--- config.mk ---
export PLATFORM = sky130hd
export DESIGN_NAME = digit_bbox_detect
export DESIGN_NICKNAME = d
export VERILOG_FILES = /design/src/rtl/digit_bbox_detect.sv
export SDC_FILE = /design/constraint.sdc
export NUM_CORES = 1
export LEC_CHECK = 0
export BUFFER_PORTS_ARGS = -buffer_cell sky130_fd_sc_hd__buf_2
export CAP_MARGIN = 5
export CORE_MARGIN = 2
export CORE_UTILIZATION = 49
export CTS_CLUSTER_DIAMETER = 30
export DETAILED_ROUTE_END_ITERATION = 10
export PLACE_DENSITY_LB_ADDON = 0.1
export SLEW_MARGIN = 5
export SYNTH_ARGS = -nofsm -noshare
export SYNTH_HDL_FRONTEND = slang
export SYNTH_SLANG_ARGS = --single-unit
--- constraint.sdc ---
create_clock -name clk -period 3.45 [get_ports clk]
set_input_delay 0.5175 -clock clk [delete_from_list [all_inputs] [get_ports clk]]
set_output_delay 0.5175 -clock clk [all_outputs]
set_load 0.01 [all_outputs]
--- src/rtl/digit_bbox_detect.sv ---
// -----------------------------------------------------------------------------
// digit_bbox_detect
//
// Scans one binarized raster frame, one pixel per clock, and reports the
// bounding box of the foreground digit together with its pixel count. The
// box feeds the recognizer's edge inputs on the following frame.
//
// A frame begins at the start pixel (row 0, col 0) and ends at the end pixel
// (last row, last col). The cycle after the end pixel is sampled, oValid
// pulses and the result registers take the completed frame's values. Edges
// only move when the frame held enough foreground pixels to be trusted.
//
// Parameters:
//   H_ACTIVE  active columns per line (col 0..H_ACTIVE-1)
//   V_ACTIVE  active rows per frame   (row 0..V_ACTIVE-1)
//   MIN_PIX   foreground count at or above which a box is reported as found
//   FG_POL    0: foreground when iBWData == 10'd0; 1: when iBWData == 10'h3FF
//
// Ports:
//   clk        clock, rising edge
//   rst        asynchronous reset, active low
//   en         scan enable; low abandons the frame in progress
//   iRow       row coordinate of the current pixel
//   iCol       column coordinate of the current pixel
//   iBWData    binarized pixel value
//   oEdge_Row  {bottom, top} row bounds of the last found box
//   oEdge_Col  {right, left} column bounds of the last found box
//   oCount     foreground pixel count of the last completed frame
//   oFound     last completed frame had oCount >= MIN_PIX
//   oValid     one-cycle pulse when the last-frame outputs update
// -----------------------------------------------------------------------------
module digit_bbox_detect #(
    parameter int H_ACTIVE = 640,
    parameter int V_ACTIVE = 480,
    parameter int MIN_PIX  = 16,
    parameter int FG_POL   = 0
) (
    input  logic        clk,
    input  logic        rst,
    input  logic        en,
    input  logic [9:0]  iRow,
    input  logic [9:0]  iCol,
    input  logic [9:0]  iBWData,
    output logic [19:0] oEdge_Row,
    output logic [19:0] oEdge_Col,
    output logic [18:0] oCount,
    output logic        oFound,
    output logic        oValid
);

    typedef enum logic [1:0] {
        IDLE = 2'd0,
        SCAN = 2'd1,
        DONE = 2'd2
    } state_t;

    // Running bounding box and foreground count of the frame being scanned.
    typedef struct packed {
        logic [9:0]  min_row;
        logic [9:0]  max_row;
        logic [9:0]  min_col;
        logic [9:0]  max_col;
        logic [18:0] cnt;
    } acc_t;

    // Min trackers start at the top of the range so the first hit replaces
    // them; max trackers start at zero for the same reason.
    localparam acc_t ACC_INIT = '{
        min_row: 10'h3FF,
        max_row: 10'd0,
        min_col: 10'h3FF,
        max_col: 10'd0,
        cnt:     19'd0
    };

    localparam logic [9:0]  FG_LEVEL = (FG_POL != 0) ? 10'h3FF : 10'd0;
    localparam logic [9:0]  LAST_ROW = 10'(V_ACTIVE - 1);
    localparam logic [9:0]  LAST_COL = 10'(H_ACTIVE - 1);
    localparam logic [18:0] CNT_MAX  = 19'h7FFFF;
    localparam logic [18:0] MIN_CNT  = 19'(MIN_PIX);

    state_t state;
    state_t state_next;
    acc_t   acc;
    acc_t   acc_next;
    logic   load;
    logic   found_next;

    logic   in_range;
    logic   fg;
    logic   is_start;
    logic   is_end;

    // Coordinates outside the active window (blanking) never count, even if
    // the pixel value happens to match the foreground level.
    assign in_range = (iRow <= LAST_ROW) && (iCol <= LAST_COL);
    assign fg       = (iBWData == FG_LEVEL) && in_range;
    assign is_start = (iRow == 10'd0) && (iCol == 10'd0);
    assign is_end   = (iRow == LAST_ROW) && (iCol == LAST_COL);

    // Folds one pixel into a set of accumulators. The count saturates rather
    // than wrapping so a huge blob can never look small.
    function automatic acc_t accumulate(input acc_t       a,
                                        input logic       hit,
                                        input logic [9:0] row,
                                        input logic [9:0] col);
        acc_t r;
        r = a;
        if (hit) begin
            if (row < r.min_row) r.min_row = row;
            if (row > r.max_row) r.max_row = row;
            if (col < r.min_col) r.min_col = col;
            if (col > r.max_col) r.max_col = col;
            if (r.cnt != CNT_MAX) r.cnt = r.cnt + 19'd1;
        end
        return r;
    endfunction

    // NOTE: every signal written here gets a default before the case so no
    // path leaves it unassigned, which would otherwise infer a latch.
    always_comb begin
        state_next = state;
        acc_next   = acc;
        load       = 1'b0;

        unique case (state)
            IDLE: begin
                if (en && is_start) begin
                    acc_next   = accumulate(ACC_INIT, fg, iRow, iCol);
                    state_next = SCAN;
                end
            end

            SCAN: begin
                if (!en) begin
                    state_next = IDLE;
                end else if (is_start) begin
                    // Frame restarted before its end pixel: discard the
                    // partial frame and begin again from this pixel.
                    acc_next = accumulate(ACC_INIT, fg, iRow, iCol);
                end else begin
                    acc_next = accumulate(acc, fg, iRow, iCol);
                    if (is_end) begin
                        // Results are captured on this same edge from the
                        // updated accumulators, so the end pixel is included.
                        load       = 1'b1;
                        state_next = DONE;
                    end
                end
            end

            // oValid is high for this cycle; any start pixel seen now is
            // deliberately ignored and that frame is skipped.
            DONE: state_next = IDLE;

            default: state_next = IDLE;
        endcase
    end

    assign found_next = (acc_next.cnt >= MIN_CNT);

    // NOTE: sequential state uses non-blocking assignments only, so every
    // register samples the pre-edge values regardless of statement order.
    always_ff @(posedge clk or negedge rst) begin
        if (!rst) begin
            state     <= IDLE;
            acc       <= ACC_INIT;
            oEdge_Row <= 20'd0;
            oEdge_Col <= 20'd0;
            oCount    <= 19'd0;
            oFound    <= 1'b0;
            oValid    <= 1'b0;
        end else begin
            state  <= state_next;
            acc    <= acc_next;
            oValid <= load;
            if (load) begin
                oCount <= acc_next.cnt;
                oFound <= found_next;
                // A sparse frame keeps the previous box so the recognizer
                // does not chase noise.
                if (found_next) begin
                    oEdge_Row <= {acc_next.max_row, acc_next.min_row};
                    oEdge_Col <= {acc_next.max_col, acc_next.min_col};
                end
            end
        end
    end

endmodule

# After elaboration in Yosys (flattened, before gate mapping)
# Cells that the tools add are included.
# op_classes
n_addsub,1
order_cmp,11
n_eq_ne,7
muxes,24
reduce_logical,11
# ops
op,n
59-bit 2-to-1 mux,5
59-bit case mux with 2 select lines,1
10-bit 2-to-1 mux,8
10-bit logical NOT,3
"10-bit by 1-bit greater-than comparator with 1-bit output, second input constant",2
10-bit greater-than comparator,2
10-bit less-than comparator,2
"10-bit less-than comparator, second input constant",2
"19-bit by 1-bit adder with 19-bit output, second input constant",1
"19-bit by 5-bit >= comparator with 1-bit output, second input constant",1
19-bit 2-to-1 mux,1
"19-bit != test, second input constant",1
"10-bit == test, second input constant",1
"10-bit by 9-bit == test with 1-bit output, second input constant",1
"10-bit less-or-equal comparator, second input constant",1
"10-bit by 9-bit less-or-equal comparator with 1-bit output, second input constant",1
2-bit 2-to-1 mux,4
"3-bit != test, second input constant",2
1-bit logical AND,5
1-bit 2-to-1 mux,4
2-bit case mux with 2 select lines,1
3-bit AND reduction,1
"2-bit by 1-bit == test with 1-bit output, second input constant",1
2-bit logical NOT,1
2 further kinds,2
# word_totals
register_bits,122
out_inout_bits,61
word_cells,65

# Longest topological paths before layout
# Gate-level depths: netlist (run 1).
# depth
word_depth,9
ltp_mapped,13

# Least setup slack after synthesis (run 1)
# OpenSTA, ideal clock, no wires.
# synth_timing
path_type,reg-to-reg
startpoint,register acc[54] (netlist name)
endpoint,register oEdge_Row[4]
setup_ps,125
arrival_time_ps,3001
required_ps,3325
setup_slack_ps,324
stages_incl_launch_ff,11
period_less_slack_ps,3126
path_cell_list,dfstp_2 -> inv_1 -> ha_1 -> a21o_1 -> a2111oi_2 -> nor2b_1 -> a221oi_1 -> or4_4 -> a21o_1 -> a221o_1 -> mux2_4
# synth_rtl
item,line,text
"start, declared",84,acc_t acc;
"start signal, assigned",175,acc <= acc_next;
"end signal, assigned",183,"oEdge_Row <= {acc_next.max_row, acc_next.min_row};"
"end, declared",44,"output logic [19:0] oEdge_Row,"

==> qor.csv, run 1 <==
stage;metric;value;unit
critical_path;Crit Path Class;register to register;
logic_synthesis;number of distinct standard cells referenced by the synthesized netlist;64;
clock_tree;maximum number of buffers from clock root to sink;2;
critical_path;crit path cell chain;inv_1 > ha_1 > a21o_1 > a2111oi_4 > nor2b_2 > a221oi_1 > or4_4 > a21o_4 > a221o_1 > mux2_4;
clock_tree;clock insertion delay at the later pin of the skew report;0.42;ns
logic_synthesis;Mapped Area;6828;sq um
global_routing;sum of overflow across all layers after global routing;0;
floorplan;starting utilization of the core area;49.77;%
place;half-perimeter wire length of the detailed placement result;13530;microns
route;vias per cell;5.714;
power;Static Leak;4.310;nW
sta;crit share post-route;95.65;%
clock_tree;clock buffers created by TritonCTS;17;
finish;Diodes inserted;0;
sta;Max transition margin;44.04;%
sta;Final Critical Period;3.300;ns
global_routing;GR Util All Layers;26.25;%
logic_synthesis;mean instance size in the synthesized netlist;10.33;sq um
critical_path;reg2reg setup slack;0.15;ns
sta;number of endpoints with negative hold slack in the final report;0;
floorplan;Die Width;122.0;microns
floorplan;Core ar.;13720;sq um
power;pwr/cell area;388.6;nW/um^2
clock_tree;Resized cells post-CTS;0;
critical_path;number of logic stages on the critical path including buffering;10;
clock_tree;count of clock tree sinks;122;
critical_path;destination of the critical timing path;oEdge_Row[4];
clock_tree;Post CTS Setup Buffer Count;0;
finish;fin nets;883;
clock_tree;Max H-tree Level;4;
route;count of vias placed by the detailed router;5737;
place;gp weighted congestion;0.9090;
critical_path;RR Startpoint;acc[54];
finish;Area growth syn-to-layout;23.27;%
finish;number of fillers in the final layout;1182;
sta;RSZ-0062 raised after global routing;no;
critical_path;end of the worst register-to-register path;oEdge_Row[4];
floorplan;Die Height;122.0;microns
critical_path;Critical Path Start;acc[54];
clock_tree;CTS tree;done;
floorplan;number of standard-cell rows in the floorplan;43;
logic_synthesis;primary flip-flop cell chosen by synthesis mapping;dfrtp_1;
place;worst slack at placement;-0.04265;ns
clock_tree;quantity of hold-fixing buffers added after cts;0;
global_routing;wire length of the first global-routing pass;29880;microns
critical_path;cell count of the worst reg-to-reg path;10;
critical_path;arrival time worst endpoint;3.61;ns
logic_synthesis;Synth warnings;0;
critical_path;Setup crit end kind;register;
logic_synthesis;Synth Instances;661;
critical_path;WP data required;3.76;ns
critical_path;critical path fanouts, max;6;
logic_synthesis;flip-flop and latch count after synthesis;122;
global_routing;vias in the first global route;5763;
critical_path;startpoint type of the worst setup path;register;
critical_path;slowest cell delay on critical path;0.54;ns
sta;clock skew after layout;0.005889;ns
critical_path;library cell contributing the largest single delay on the critical path;dfstp_2;
sta;highest achievable clock rate;0.3030;GHz
status;status;complete, no violations;
route;Iter 0 DRT Violations;357;
sta;Tightest Pin Transition;0.8394;ns
finish;layout cell share with drive strength beyond 1;31.07;%
clock_tree;clock transition at the register clock pins on the worst setup and hold paths after CTS;0.06;ns
logic_synthesis;net count after synthesis;733;
sta;number of setup violations in the final report;0;
power;overall power of the completed layout;3.271;mW
route;wire length per cell;18.49;microns
route;Antenna Nets Post-Route;0;
global_routing;initial antenna violation count;0;
power;peak ir drop on the vdd network;0.3345;mV
logic_synthesis;number of enable flip-flop cells after synthesis;0;
floorplan;number of placed I/O pins;94;
route;number of iterations in the first detailed-routing pass;5;
floorplan;die area;14900;sq um
logic_synthesis;Synth async-reset ratio;100.0;%
place;Port Buffer Count;93;
global_routing;pin count of the biggest net entering global routing;66;
min_path;kind of path behind the tightest hold check;primary input to async pin;
route;DRC violation count after routing;0;
critical_path;number of buffer and inverter stages on the critical path;1;
sta;Final Slew Violations;0;
place;cell area reported after detailed placement;7841;sq um
clock_tree;clock root cell;clkbuf_16;
job;max-cap check violation count;0;
route;Routed WL;18570;microns
sta;final setup slack of the worst path;0.1500;ns
finish;area of all placed cells without fillers;8417;sq um
logic_synthesis;share of synthesized area occupied by flip-flops and latches;45.08;%
critical_path;cell type group with the largest total delay on the critical path;compound AO/OA/AOI/OAI gates;
-- cells in the final DEF (no fill, tap or decap), types with 5 or more instances in the layout --
| master | Yosys | layout |
|---|---|---|
| clkbuf_1 | 8 | 5 |
| o2bb2ai_1 | 10 | 10 |
| dfstp_2 | 20 | 20 |
| o21ai_0 | 29 | 29 |
| o21ai_1 | 7 | 7 |
| buf_2 | 3 | 92 |
| a22o_1 | 17 | 17 |
| and3_1 | 5 | 5 |
| nand3_1 | 23 | 23 |
| mux2i_1 | 13 | 13 |
| nor3_1 | 5 | 5 |
| inv_1 | 69 | 69 |
| a31oi_1 | 7 | 7 |
| nor4_1 | 12 | 12 |
| a221o_1 | 5 | 5 |
| o22ai_1 | 9 | 9 |
| dfrtp_1 | 102 | 102 |
| nand2_1 | 71 | 71 |
| nor2b_1 | 7 | 6 |
| nand4_1 | 20 | 20 |
| a21oi_1 | 26 | 26 |
| nor2_1 | 35 | 35 |
| mux2_4 | 30 | 30 |
| buf_4 | 1 | 56 |
| clkbuf_16 | 0 | 17 |
| a21o_1 | 14 | 13 |
| a211oi_1 | 5 | 5 |
| ha_1 | 39 | 39 |
-- cell families after synthesis --
group | count (synthesis) | share of synthesized area (%)
AO/OA/AOI/OAI | 150 | 15.26
adder cells (fa/ha/maj) | 39 | 7.147
buffers and inverters | 89 | 6.047
flip-flops | 122 | 45.08
multiplexers | 47 | 9.162
AND/OR/NAND/NOR | 214 | 17.30
-- layout make-up --
type,instances,area (sq um),share of cell area (%)
clock buffers,25,485.5,5.768
clock inverters,7,67.56,0.8027
inverters,69,259.0,3.077
multi-input cells,450,3361,39.93
flip-flops and latches,122,3078,36.57
well taps,180,225.2,2.676
repair buffers,151,940.9,11.18
-- worst min-delay path by stage --
stage,start,endpoint,cells after the start
detailed placement,oCount[10],oCount[10],2
finish,rst,oEdge_Row[3],1
global placement,oCount[9],oCount[9],2
CTS,rst,oEdge_Row[3],1
global route,rst,oEdge_Row[3],1
floorplan,rst,acc[0],0
-- power by group --
group	switching (mW)	internal, mW	leakage (nW)
sequential	0.0000239	1.43	1.56
combinational	0.105	0.0557	2.49
clock	0.635	1.04	0.263
-- synth_stat cells, types with 10 or more instances --
cell type  count  area [sq um]
nand4_1       20         125.1
dfrtp_1      102          2552
a21o_1        14         105.1
a21oi_1       26         130.1
inv_1         69         259.0
dfstp_2       20         525.5
nand2_1       71         266.5
nand3_1       23         115.1
mux2i_1       13         130.1
mux2_4        30         450.4
o21ai_0       29         145.1
ha_1          39         488.0
nor2_1        35         131.4
nor4_1        12         75.07
a22o_1        17         148.9
o2bb2ai_1     10         87.58
-- through the flow --
stage	std cells	hold slack, ns	utilization (%)	TNS (ns)
floorplan	661	0.2219	-	0
global placement	972	0.4448	57.15	-0.1054
detailed placement	972	0.4516	57.15	-0.7609
CTS	1004	0.2353	61.19	0
global route	1004	0.2718	61.35	0
finish	1004	0.1933	61.35	0
-- state kept, by name, summed over array words and instances (netlist names) --
signal	flops
acc	59
oEdge_Col	20
oEdge_Row	20
oCount	19
state	2
oFound	1
oValid	1
-- routing by layer --
layer,part of all wire [%],global-route usage (%)
met1,46,34.77
met2,48,42.88
met3,4.6,4.916
met4,2.2,9.914
met5,0,0
(Power assumes the default switching activity.)
==> inputs of run 2 (changes only) <==
--- a/config.mk
+++ b/config.mk
@@ -7,8 +7,10 @@
 export LEC_CHECK = 0
 export BUFFER_PORTS_ARGS = -buffer_cell sky130_fd_sc_hd__buf_2
 export CAP_MARGIN = 5
+export CELL_PAD_IN_SITES_DETAIL_PLACEMENT = 1
+export CELL_PAD_IN_SITES_GLOBAL_PLACEMENT = 1
 export CORE_MARGIN = 2
-export CORE_UTILIZATION = 49
+export CORE_UTILIZATION = 45
 export CTS_CLUSTER_DIAMETER = 30
 export DETAILED_ROUTE_END_ITERATION = 10
 export PLACE_DENSITY_LB_ADDON = 0.1
==> run 2 against run 1 <==
  * Non-clock buffer count increased by 13
  * Wire length increased by 13%
  * Sequential share of layout area decreased by 0.61 points
  * Largest cell class unchanged
  * Worst setup slack got worse by 0.079 ns
  * Clock power is 5% higher
  * Clock skew up 0.0064 ns
  * Critical path type unchanged
  * Via count is 2.7% higher
  * Sequential power barely moved
  * Register-to-register slack lost 0.08 ns
  * Power increased by 3.2%
  * Worst hold slack got worse by 0.087 ns
  * Critical path depth unchanged
==> qor.csv, run 2 (synthesis gave the netlist of run 1 again) <==
stage;metric;value;unit;change
clock_tree;maximum number of buffers from clock root to sink;2;;unchanged
finish;fin nets;896;;was 883
min_path;kind of path behind the tightest hold check;primary input to async pin;;unchanged
floorplan;number of placed I/O pins;94;;unchanged
route;DRC violation count after routing;0;;unchanged
route;metal1 wirelength;9222;microns;was 8490 microns
sta;Final Slew Violations;0;;unchanged
place;Port Buffer Count;93;;unchanged
route;total met3 wirelength after detailed routing;842;microns;was 853 microns
global_routing;pin count of the biggest net entering global routing;51;;was 66
clock_tree;Max H-tree Level;4;;unchanged
place;cell area reported after detailed placement;7961;sq um;was 7841 sq um
clock_tree;Post CTS Setup Buffer Count;0;;unchanged
sta;worst hold slack;0.1066;ns;was 0.1933 ns
sta;Max transition margin;54.27;%;was 44.04%
sta;clock skew after layout;0.01228;ns;was 0.005889 ns
status;status;complete, no violations;;unchanged
critical_path;RR Startpoint;acc[54];;unchanged
clock_tree;clock transition at the register clock pins on the worst setup and hold paths after CTS;0.06;ns;about the same
power;peak ir drop on the vdd network;0.3385;mV;was 0.3345 mV
critical_path;startpoint type of the worst setup path;register;;unchanged
route;count of vias placed by the detailed router;5893;;was 5737
finish;layout cell share with drive strength beyond 1;32.74;%;was 31.07%
finish;commonest non-fill, non-tap cell in the layout;dfrtp_1;;unchanged
route;amount of wire on met2 after detailed routing;10500;microns;was 8820 microns
finish;most frequent cells in the layout;dfrtp_1 (102), buf_2 (92), nand2_1 (71);;unchanged
sta;Final Critical Period;3.379;ns;was 3.300 ns
finish;Final Non-Filler Cells;1026;;was 1004
critical_path;arrival time worst endpoint;3.69;ns;was 3.61 ns
critical_path;WP data required;3.76;ns;about the same
sta;highest achievable clock rate;0.2959;GHz;was 0.3030 GHz
floorplan;number of standard-cell rows in the floorplan;45;;was 43
clock_tree;clock root cell;clkbuf_16;;unchanged
critical_path;Crit Path Class;register to register;;unchanged
critical_path;Setup crit end kind;register;;unchanged
finish;max FFs per register;59;;unchanged
finish;area of all placed cells without fillers;8561;sq um;was 8417 sq um
finish;Top reg by flops;acc;;unchanged
global_routing;vias in the first global route;6369;;was 5763
route;number of iterations in the first detailed-routing pass;4;;was 5
finish;Area growth syn-to-layout;25.38;%;was 23.27%
global_routing;sum of overflow across all layers after global routing;0;;unchanged
floorplan;Die Width;127.2;microns;was 122.0 microns
place;half-perimeter wire length of the detailed placement result;15640;microns;was 13530 microns
global_routing;GR Util All Layers;27.07;%;was 26.25%
sta;Tightest Pin Transition;0.6859;ns;was 0.8394 ns
power;pwr/cell area;394.5;nW/um^2;was 388.6 nW/um^2
critical_path;end of the worst register-to-register path;oEdge_Row[4];;unchanged
place;gp weighted congestion;0.9129;;was 0.9090
clock_tree;CTS tree;done;;unchanged
sta;crit share post-route;97.95;%;was 95.65%
global_routing;wire length of the first global-routing pass;34000;microns;was 29880 microns
route;uppermost metal layer occupied by signal nets;met4;;unchanged
sta;number of endpoints with negative hold slack in the final report;0;;unchanged
place;placed instance count;993;;was 972
power;Static Leak;4.384;nW;was 4.310 nW
sta;Total Negative Setup Slacks;0;ns;unchanged
finish;Top Registers;acc: 59 flops, oEdge_Col: 20 flops, oEdge_Row: 20 flops;;unchanged
sta;number of setup violations in the final report;0;;unchanged
clock_tree;count of clock tree sinks;122;;unchanged
global_routing;initial antenna violation count;0;;unchanged
clock_tree;clock buffers created by TritonCTS;17;;unchanged
floorplan;Core ar.;15030;sq um;was 13720 sq um
route;Antenna Nets Post-Route;0;;unchanged
job;max-cap check violation count;0;;unchanged
route;Iter 0 DRT Violations;297;;was 357
route;wire length per cell;20.47;microns;was 18.49 microns
clock_tree;clock insertion delay at the later pin of the skew report;0.43;ns;was 0.42 ns
finish;number of fillers in the final layout;1700;;was 1182
floorplan;Die Height;127.2;microns;was 122.0 microns
route;Routed WL;21010;microns;was 18570 microns
route;vias per cell;5.744;;was 5.714
floorplan;die area;16170;sq um;was 14900 sq um
power;overall power of the completed layout;3.377;mW;was 3.271 mW
critical_path;critical path fanouts, max;6;;unchanged
floorplan;starting utilization of the core area;45.42;%;was 49.77%
critical_path;reg2reg setup slack;0.07;ns;was 0.15 ns
critical_path;cell count of the worst reg-to-reg path;10;;unchanged
[run 2: layout make-up]
type / count / area (sq um) / share of cell area, %
clock inverter: 14 / 141.4 / 1.652
timing repair buffer: 164 / 1051 / 12.28
clock buffer: 18 / 439.2 / 5.130
tap: 188 / 235.2 / 2.748
multi-input combinational: 450 / 3354 / 39.18
sequential: 122 / 3078 / 35.95
antenna: 1 / 2.502 / 0.02923
inverter: 69 / 259.0 / 3.025
[run 2: power breakdown]
group	switching (mW)	internal [mW]	total, mW	leakage [nW]
Sequential	0.0000281	1.43	1.43	1.56
Clock	0.744	1.03	1.77	0.272
Combinational	0.111	0.0651	0.176	2.55
Total	0.855	2.52	3.38	4.38
[run 2: worst max-delay path, cell delays in order (launching register included)]
cell and delay, ns:
dfstp_2 0.55, inv_1 0.07, ha_1 0.29, a21o_1 0.19, a2111oi_4 0.38, nor2b_2 0.21
a221oi_1 0.11, or4_4 0.51, a21o_2 0.29, a221o_1 0.39, mux2_4 0.27
[run 2: through the flow]
| step | worst slack, ns | util, % |
|---|---|---|
| 2_1_floorplan | 0.3240 | - |
| 3_3_place_gp | -0.1156 | 52.96 |
| 3_5_place_dp | -0.1140 | 52.96 |
| 4_1_cts | 0.02325 | 56.82 |
| 5_1_grt | -0.04043 | 56.93 |
| 6_report | 0.07088 | 56.95 |
[run 2: layer usage]
metal,global-route usage [%],up-vias
li1,-,2719
met1,34.72,3001
met2,46.02,136
met3,4.774,37
met4,10.08,0
met5,0,-
[run 2: repair_timing]
item,CTS,global route
setup endpoints to repair,0,7
gates resized for setup,0,3
hold buffers,0,0
[run 2: how the worst max path moves through the flow]
| stage | start | to | depth (start not counted) |
|---|---|---|---|
| 3_5_place_dp | iCol[9] | oEdge_Row[9] | 12 |
| 5_1_grt | acc[54] | oEdge_Row[4] | 10 |
| 4_1_cts | acc[54] | oEdge_Row[4] | 10 |
| 6_report | acc[54] | oEdge_Row[4] | 10 |
| 2_1_floorplan | acc[54] | oEdge_Row[4] | 10 |
| 3_3_place_gp | iCol[9] | oEdge_Row[9] | 12 |
==> inputs of run 3 (changes only) <==
==> constraint.sdc (replaced) <==
create_clock -name clk -period 3.4 [get_ports clk]
set_input_delay 0.51 -clock clk [delete_from_list [all_inputs] [get_ports clk]]
set_output_delay 0.51 -clock clk [all_outputs]
set_load 0.01 [all_outputs]
==> run 3 against run 2 <==
  * Maximum frequency grew 2.9%
  * Clock power up 24%
  * First-iteration DRC count rose by 9.4%
  * Sequential power about the same
  * Count of clock-buffer cells in the layout is 1 higher
  * Combinational power hardly changed
  * Largest power group unchanged
  * Via count up 0.61%
  * Design area up 1.5%
  * Global-route usage grew 0.83 points
==> qor.csv, run 3 (synthesis gave the netlist of run 1 again) <==
stage;metric;value;unit;change
finish;number of fillers in the final layout;1675;;was 1700
clock_tree;Max H-tree Level;4;;unchanged
sta;clock skew after layout;0.01389;ns;was 0.01228 ns
finish;fin nets;894;;was 896
power;internal power component;2.993;mW;was 2.522 mW
finish;Top reg by flops;acc;;unchanged
finish;Area growth syn-to-layout;27.21;%;was 25.38%
power;Clock power frac;57.3;%;was 52.4%
finish;max FFs per register;59;;unchanged
sta;number of setup violations in the final report;0;;unchanged
sta;RSZ-0062 raised after global routing;no;;
floorplan;number of placed I/O pins;94;;unchanged
global_routing;vias in the first global route;6368;;was 6369
floorplan;Core ar.;15030;sq um;unchanged
finish;final design utilization;57.78;%;was 56.95%
job;max-cap check violation count;0;;unchanged
power;Sw Ratio;21.54;%;was 25.31%
route;Antenna Nets Post-Route;0;;unchanged
critical_path;Setup crit end kind;register;;unchanged
place;placed instance count;991;;was 993
finish;Top Registers;acc: 59 flops, oEdge_Col: 20 flops, oEdge_Row: 20 flops;;unchanged
power;pwr/cell area;439.2;nW/um^2;was 394.5 nW/um^2
sta;crit share post-route;96.61;%;was 97.95%
critical_path;WP data required;3.71;ns;was 3.76 ns
power;peak ir drop on the vdd network;0.3352;mV;was 0.3385 mV
floorplan;starting utilization of the core area;45.42;%;unchanged
sta;Tightest Pin Transition;0.6758;ns;was 0.6859 ns
place;Port Buffer Count;93;;unchanged
clock_tree;clock root cell;clkbuf_16;;unchanged
finish;most frequent cells in the layout;dfrtp_1 (102), buf_2 (92), nand2_1 (71);;unchanged
clock_tree;quantity of hold-fixing buffers added after cts;0;;unchanged
floorplan;die area;16170;sq um;unchanged
min_path;kind of path behind the tightest hold check;primary input to async pin;;unchanged
critical_path;startpoint type of the worst setup path;register;;unchanged
clock_tree;clock transition at the register clock pins on the worst setup and hold paths after CTS;0.06;ns;about the same
place;half-perimeter wire length of the detailed placement result;15820;microns;was 15640 microns
floorplan;number of standard-cell rows in the floorplan;45;;unchanged
critical_path;critical path fanouts, max;6;;unchanged
place;gp weighted congestion;0.9208;;was 0.9129
status;status;complete, no violations;;unchanged
power;switching power;0.8218;mW;was 0.8545 mW
power;overall power of the completed layout;3.815;mW;was 3.377 mW
critical_path;arrival time worst endpoint;3.59;ns;was 3.69 ns
finish;layout cell share with drive strength beyond 1;32.81;%;was 32.74%
clock_tree;CTS tree;done;;unchanged
sta;Final Slew Violations;0;;unchanged
finish;Diodes inserted;0;;was 1
sta;Max transition margin;54.78;%;was 54.27%
sta;number of endpoints with negative hold slack in the final report;0;;unchanged
route;number of iterations in the first detailed-routing pass;4;;unchanged
route;Routed WL;21290;microns;was 21010 microns
route;vias per cell;5.796;;was 5.744
sta;Final Critical Period;3.285;ns;was 3.379 ns
global_routing;GR Util All Layers;27.90;%;was 27.07%
clock_tree;maximum number of buffers from clock root to sink;2;;unchanged
sta;highest achievable clock rate;0.3044;GHz;was 0.2959 GHz
power;proportion of power drawn by combinational gates;4.6;%;was 5.2%
global_routing;initial antenna violation count;0;;unchanged
clock_tree;clock buffers created by TritonCTS;17;;unchanged
global_routing;pin count of the biggest net entering global routing;50;;was 51
route;wire length per cell;20.82;microns;was 20.47 microns
clock_tree;clock insertion delay at the later pin of the skew report;0.43;ns;about the same
global_routing;wire length of the first global-routing pass;34910;microns;was 34000 microns
clock_tree;count of clock tree sinks;122;;unchanged
finish;commonest non-fill, non-tap cell in the layout;dfrtp_1;;unchanged
sta;worst hold slack;0.08978;ns;was 0.1066 ns
critical_path;Crit Path Class;register to register;;unchanged
route;Iter 0 DRT Violations;325;;was 297
global_routing;sum of overflow across all layers after global routing;0;;unchanged
power;sequential share of power;38.1;%;was 42.4%
power;Static Leak;4.446;nW;was 4.384 nW
floorplan;Die Height;127.2;microns;unchanged
route;DRC violation count after routing;0;;unchanged
floorplan;Die Width;127.2;microns;unchanged
finish;Final Non-Filler Cells;1023;;was 1026
route;count of vias placed by the detailed router;5929;;was 5893
## run 3: repair_timing
item,4_1_cts,5_1_grt
resized for setup,0,7
buffers inserted,0,0
setup endpoints to repair,0,35
## run 3: final timing paths
check | endpoint | startpoint | cells past startpoint | slack [ns]
min in group clk | oCount[13] | oCount[13] | 2 | 0.46
max reg2reg | oEdge_Row[5] | acc[54] | 10 | 0.12
min reg2reg | oCount[13] | oCount[13] | 2 | 0.46
min | oEdge_Row[1] | rst | 1 | 0.09
max in group asynchronous | acc[31] | rst | 2 | 2.42
max | oEdge_Row[5] | acc[54] | 10 | 0.12
## run 3: metrics by stage
step	instance area (sq um)	setup TNS, ns	setup WS, ns
finish	8686	0	0.1154
global placement	7946	-0.4247	-0.03902
CTS	8651	0	0.02849
detailed placement	7946	-0.8130	-0.05793
global route	8686	0	0.01499
floorplan	6828	0	0.2740
## run 3: metal layers
metal  up-vias  track usage (%)  routed length (microns)
li1       2715                -                        -
met1      3027            35.84                     9182
met2       150            46.62                    10590
met3        37            6.575                     1017
met4         0            9.438                      507
met5         -                0                        0
## run 3: area by class of cell
type / instances / area (sq um) / area share, %
tap: 188 / 235.2 / 2.708
inverter: 69 / 259.0 / 2.982
sequential: 122 / 3078 / 35.44
clock inverter: 13 / 261.5 / 3.011
timing repair buffer: 162 / 1036 / 11.93
clock buffer: 19 / 442.9 / 5.099
multi-input combinational: 450 / 3373 / 38.84
## run 3: power by group through the flow
stage,sequential [mW],combinational (mW),clock [mW]
5_1_grt,1.45,0.195,2.28
3_3_place_gp,1.48,0.164,0
3_5_place_dp,1.48,0.173,0
2_1_floorplan,1.48,0.0481,0
4_1_cts,1.45,0.175,2.22
6_report,1.45,0.175,2.19
## run 3: worst max-delay path, cell delays in order, from the launching register on
cell and delay, ns:
dfstp_2 0.55, inv_1 0.08, ha_1 0.31, a21o_1 0.20, a2111oi_4 0.31, nor2b_2 0.19, a221oi_1 0.11, or4_4 0.52
a21o_4 0.26, a221o_1 0.37, mux2_4 0.27
